==> src/rtl/id_hazard_ctrl.sv <==
// Purpose : decode-stage operand resolver plus load-use hazard scoreboard for the RV32I pipe.
// Latency : operands and stall request are combinational (0 cycles); scoreboard updates per clk edge.
// Backpr. : raises stallreq_o while a read source is waiting on a load; issues during a stall are ignored.
//
// Ports:
//   clk_i, rst_i                 clock, synchronous active-high reset
//   rs1_i/rs2_i, rs*_re_i        source register addresses and read enables
//   reg1_rdata_i/reg2_rdata_i    register-file read data
//   issue_i, issue_is_load_i,
//   issue_rd_i                   ID instruction leaving for EXE, load flag, destination
//   fwd_we_i/waddr_i/wdata_i     NUM_FWD forwarding sources, source k at [k*W +: W], 0 = youngest
//   op1_o/op2_o                  resolved operands
//   stallreq_o                   load-use stall request
//   stall_cnt_o                  stall-cycle counter
//
// Optional feature: define ID_STALL_PERF_EN to build the saturating stall-cycle counter;
// otherwise stall_cnt_o is tied to zero and no counter flops exist.

module id_hazard_ctrl #(
  parameter int unsigned RADDR_WIDTH = 5,
  parameter int unsigned RDATA_WIDTH = 32,
  parameter int unsigned NUM_FWD     = 2,
  parameter int unsigned LOAD_LAT    = 1
) (
  input  logic                           clk_i,
  input  logic                           rst_i,
  input  logic [RADDR_WIDTH-1:0]         rs1_i,
  input  logic [RADDR_WIDTH-1:0]         rs2_i,
  input  logic                           rs1_re_i,
  input  logic                           rs2_re_i,
  input  logic [RDATA_WIDTH-1:0]         reg1_rdata_i,
  input  logic [RDATA_WIDTH-1:0]         reg2_rdata_i,
  input  logic                           issue_i,
  input  logic                           issue_is_load_i,
  input  logic [RADDR_WIDTH-1:0]         issue_rd_i,
  input  logic [NUM_FWD-1:0]             fwd_we_i,
  input  logic [NUM_FWD*RADDR_WIDTH-1:0] fwd_waddr_i,
  input  logic [NUM_FWD*RDATA_WIDTH-1:0] fwd_wdata_i,
  output logic [RDATA_WIDTH-1:0]         op1_o,
  output logic [RDATA_WIDTH-1:0]         op2_o,
  output logic                           stallreq_o,
  output logic [31:0]                    stall_cnt_o
);

  localparam int unsigned NREG = 1 << RADDR_WIDTH;
  localparam int unsigned CW   = $clog2(LOAD_LAT + 1);
  localparam logic [CW-1:0] ARM_VAL = CW'(LOAD_LAT);
  localparam logic [CW-1:0] CNT_ONE = CW'(1);

  // A load must still be visible on some forwarding source when its countdown expires:
  // after LOAD_LAT cycles it sits in source LOAD_LAT.
  if (LOAD_LAT < 1) begin : g_chk_lat
    $error("id_hazard_ctrl: LOAD_LAT must be >= 1");
  end
  if (NUM_FWD < LOAD_LAT + 1) begin : g_chk_fwd
    $error("id_hazard_ctrl: NUM_FWD must be >= LOAD_LAT+1");
  end

  // --------------------------------------------------------------------------
  // Load scoreboard: cnt[r] = cycles until the load writing r becomes forwardable
  // --------------------------------------------------------------------------
  logic [CW-1:0] cnt_q [NREG];
  logic [CW-1:0] cnt_d [NREG];
  logic          arm;
  logic          rs1_hz;
  logic          rs2_hz;

  // A stalled issue is not really leaving ID, so it must not arm the scoreboard.
  assign arm = issue_i & issue_is_load_i & ~stallreq_o & (issue_rd_i != '0);

  always_comb begin
    for (int unsigned r = 0; r < NREG; r++) begin
      cnt_d[r] = (cnt_q[r] != '0) ? (cnt_q[r] - CNT_ONE) : '0;
      // Re-arm beats the decrement of the same entry.
      if (arm && (issue_rd_i == RADDR_WIDTH'(r))) begin
        cnt_d[r] = ARM_VAL;
      end
    end
    cnt_d[0] = '0;
  end

  always_ff @(posedge clk_i) begin
    for (int unsigned r = 0; r < NREG; r++) begin
      cnt_q[r] <= rst_i ? '0 : cnt_d[r];
    end
  end

  assign rs1_hz     = rs1_re_i & (cnt_q[rs1_i] != '0);
  assign rs2_hz     = rs2_re_i & (cnt_q[rs2_i] != '0);
  assign stallreq_o = ~rst_i & (rs1_hz | rs2_hz);

  // --------------------------------------------------------------------------
  // Operand resolution: youngest matching forwarding source wins over the regfile
  // --------------------------------------------------------------------------
  function automatic logic [RDATA_WIDTH-1:0] resolve(
    input logic                           rst,
    input logic                           re,
    input logic [RADDR_WIDTH-1:0]         rs,
    input logic [RDATA_WIDTH-1:0]         rf,
    input logic [NUM_FWD-1:0]             we,
    input logic [NUM_FWD*RADDR_WIDTH-1:0] wa,
    input logic [NUM_FWD*RDATA_WIDTH-1:0] wd
  );
    logic [RDATA_WIDTH-1:0] v;
    v = rf;
    // Walk oldest to youngest so the lowest matching index is the last write.
    for (int k = int'(NUM_FWD) - 1; k >= 0; k--) begin
      if (we[k] && (wa[k*RADDR_WIDTH +: RADDR_WIDTH] == rs)) begin
        v = wd[k*RDATA_WIDTH +: RDATA_WIDTH];
      end
    end
    // x0 is hard zero even if some stage claims to write it.
    if (rst || !re || (rs == '0)) begin
      v = '0;
    end
    return v;
  endfunction

  assign op1_o = resolve(rst_i, rs1_re_i, rs1_i, reg1_rdata_i, fwd_we_i, fwd_waddr_i, fwd_wdata_i);
  assign op2_o = resolve(rst_i, rs2_re_i, rs2_i, reg2_rdata_i, fwd_we_i, fwd_waddr_i, fwd_wdata_i);

  // --------------------------------------------------------------------------
  // Stall-cycle performance counter (saturating)
  // --------------------------------------------------------------------------
`ifdef ID_STALL_PERF_EN
  logic [31:0] stall_cnt_q;
  logic [31:0] stall_cnt_d;

  always_comb begin
    stall_cnt_d = stall_cnt_q;
    if (stallreq_o && (stall_cnt_q != 32'hFFFF_FFFF)) begin
      stall_cnt_d = stall_cnt_q + 32'd1;
    end
  end

  always_ff @(posedge clk_i) begin
    if (rst_i) begin
      stall_cnt_q <= '0;
    end else begin
      stall_cnt_q <= stall_cnt_d;
    end
  end

  assign stall_cnt_o = stall_cnt_q;
`else
  assign stall_cnt_o = '0;
`endif

endmodule

==> config.mk <==
export PLATFORM = sky130hd
export DESIGN_NAME = id_hazard_ctrl
export DESIGN_NICKNAME = d
export VERILOG_FILES = /design/src/rtl/id_hazard_ctrl.sv
export SDC_FILE = /design/constraint.sdc
export NUM_CORES = 1
export LEC_CHECK = 0
export BUFFER_PORTS_ARGS = -buffer_cell sky130_fd_sc_hd__buf_4
export CORE_ASPECT_RATIO = 1.1
export CORE_MARGIN = 4
export CORE_UTILIZATION = 42
export DETAILED_ROUTE_END_ITERATION = 12
export PLACE_DENSITY = 0.82
export SLEW_MARGIN = 5
export SYNTH_ARGS = -nofsm -noshare
export SYNTH_HDL_FRONTEND = slang
export SYNTH_SLANG_ARGS = --single-unit
==> constraint.sdc <==
create_clock -name clk_i -period 2.8 [get_ports clk_i]
set_input_delay 0.42 -clock clk_i [delete_from_list [all_inputs] [get_ports clk_i]]
set_output_delay 0.42 -clock clk_i [all_outputs]
set_load 0.02 [all_outputs]
==> flow_summary_export.csv <==
group,metric,value,unit
status,outcome,"complete, no violations",
pwr,power_density,294,nW/um^2
run,maxCapViolCount,0,
critical_path,crit_family,"buffers and inverters",
final_layout,final_cell_area,5370,sq um
critical_path,critPathRequiredTime,2.38,ns
synth,ys_seq_area_frac,0.174,
clock_network,cts_max_level,2,
min_path,worstHoldPathType,"input pin to flip-flop",
floorplanning,initial_utilization,0.429,
synth,synth-seq-cells,31,
final_layout,nFillCells,701,
pwr,pwr-share-comb,0.387,
routing,wl,14500,um
sta,rsz0062_at_grt,"no",
pwr,pwr-share-clk,0.332,
synth,synth-main-ff-cell,"dfxtp_1",
pwr,p_int,1.09,mW
global_routing,grt-ovfl-total,0,
routing,routedWlPerCell,19.4,um
critical_path,critPathLaunchType,"input pin",
synth,yosysWarnings,0,
clock_network,root_buffer,"clkbuf_8",
critical_path,path_common_cell,"buf_4",
sta,finalSetupViolCount,0,
synth,syn_avg_cell_area,8.16,sq um
clock_network,cts_tree,"yes",
global_routing,grt_pass1_wl,21500,um
sta,fin_crit_sh,0.934,
synth,async_reset_ff_frac,0,
global_routing,antenna_found_initial,0,
critical_path,endpoint_kind,"output port",
clock_network,cts_made_buffers,5,
placed_design,hpwlAfterDp,11900,um
clock_network,clk_pin_slew,0.06,ns
critical_path,crit_type,"input pin to output port",
synth,synth_edf_count,0,
final_layout,largest_reg_flops,31,
final_layout,nNetsFinal,799,
sta,fmax,0.382,GHz
global_routing,grt_pass1_vias,4093,
floorplanning,num_io_pins,258,
sta,hold_viol,0,
pwr,p_leak,2.28,nW
global_routing,grt_max_degree,56,
clock_network,cts_setup_buffers,0,
sta,slew_viol_final,0,
critical_path,cp.arrival,2.20,ns
final_layout,n_antenna_cell,0,
pwr,p_sw_frac,0.311,
critical_path,critical_path_buf_inv_count,3,
critical_path,cp_max_fo,20,
sta,finalSetupTns,0,ns
clock_network,cts_buffer_depth,2,
routing,drt_iter0_drc,175,
placed_design,io_buffer_count,225,
clock_network,clock_latency,0.29,ns
final_layout,regMostFlops,"cnt_q",
final_layout,top_regs,"cnt_q: 31 flops",
final_layout,final_common_cell,"buf_4",
sta,hold_ws,0.441,ns
final_layout,layout_common_cells,"buf_4, nor2_1, mux2i_1, a211oi_1, conb_1",
final_layout,layout-drive-gt1-share,0.437,
floorplanning,fp.dieW,95.9,um
floorplanning,row_count,35,
placed_design,placed_cell_area,5220,sq um
global_routing,grt_use_total,0.274,
placed_design,gp_routability_congestion,0.938,
critical_path,cpPeakStageDelay,0.33,ns
critical_path,crit_slowest_cell,"and3_2",
synth,synth_cells,438,
synth,ys_top_cells_by_area,"mux2i_1, dfxtp_1, a211oi_1",
floorplanning,die_y,105,um
critical_path,crit_chain,"buf_4 -> xor2_1 -> nor4_1 -> and3_2 -> buf_12 -> mux2i_1 -> a211oi_1 -> buf_4",
pwr,seq_power_share,0.281,
pwr,p_sw,490,uW
pwr,ir_worst_vdd,0.000391,V
final_layout,area_growth,50.2,%
routing,first_pass_iters,4,
floorplanning,core-area,8320,sq um
routing,ant_nets,0,
synth,yosysUniqueCellTypes,41,
routing,route.detailed.drc,0,
routing,vias,4118,
sta,max_slew_margin,0.630,
routing,vias_per_cell,5.49,
floorplanning,die-area,10000,sq um
sta,fin_crit,2.62,ns
sta,clock_skew,0.00278,ns
synth,synth_top_area_frac,0.185,
sta,max_slew.worst_pin.slew,0.552,ns
clock_network,clock_sinks,31,
synth,synth_top_cell_by_area,"mux2i_1",
synth,synth_area,3570,sq um
==> through the flow <==
stage	power [mW]	worst slack, ns	utilization	instances
2_1_floorplan	0.781	0.225	-	469
3_3_place_gp	1.05	0.156	0.627	742
3_5_place_dp	1.06	0.137	0.627	742
4_1_cts	1.58	0.123	0.644	750
5_1_grt	1.64	0.117	0.645	750
6_report	1.58	0.184	0.645	750
==> metal layers <==
metal / global-route usage / part of all wire
met1: 0.332 / 0.37
met3: 0.0468 / 0.084
met2: 0.444 / 0.48
met5: 0 / 0
met4: 0.161 / 0.062
==> synthesized netlist by cell type (3+ instances only) <==
library cell and instances:
nor3_1 16, xor2_1 16, mux2_2 3, or3_1 3, nand3_1 3, buf_2 8, xnor2_1 4, clkbuf_1 26
nand3b_1 5, mux4_2 14, nor4_2 3, or3b_2 3, a211oi_1 64, nor2_1 77, mux2i_1 66, buf_4 39
nand2_1 17, dfxtp_1 31, nor4_1 11
==> power by group through the flow <==
stage	Sequential (mW)	Clock, mW	Combinational, mW
final	0.443	0.523	0.610
after global routing	0.443	0.549	0.652
after CTS	0.443	0.527	0.605
after detailed placement	0.453	0	0.604
after global placement	0.453	0	0.594
after floorplan	0.452	0	0.328
==> cells by family after synthesis <==
| group | Yosys count | share of synthesized area |
|---|---|---|
| flops | 31 | 0.174 |
| buf+inv | 77 | 0.129 |
| xor+xnor | 20 | 0.0490 |
| other cells | 1 | 0.00105 |
| mux | 83 | 0.283 |
| simple gates | 151 | 0.205 |
| compound gates | 75 | 0.160 |
==> repair_timing <==
action / in CTS / in global routing
hold buffers: 0 / 0
resized for setup: 0 / 2
endpoints found under the setup margin: 0 / 2
==> worst paths after layout <==
check	startpoint	to	slack (ns)	depth (start not counted)
hold reg to reg	cnt_q[4]	cnt_q[21]	1.25	6
hold / removal	issue_rd_i[3]	cnt_q[6]	0.44	2
setup reg to reg	cnt_q[21]	cnt_q[18]	0.73	6
setup / recovery	rs2_i[2]	op2_o[3]	0.18	8
==> cell type report <==
type / instances / area [sq um] / share of cell area
clock inverter: 3 / 67.6 / 0.0126
inverter: 2 / 7.51 / 0.00140
sequential: 31 / 621 / 0.116
timing repair buffer: 237 / 1830 / 0.341
clock buffer: 5 / 68.8 / 0.0128
multi-input combinational: 361 / 2630 / 0.491
tap: 111 / 139 / 0.0259
(Power assumes the default switching activity.)
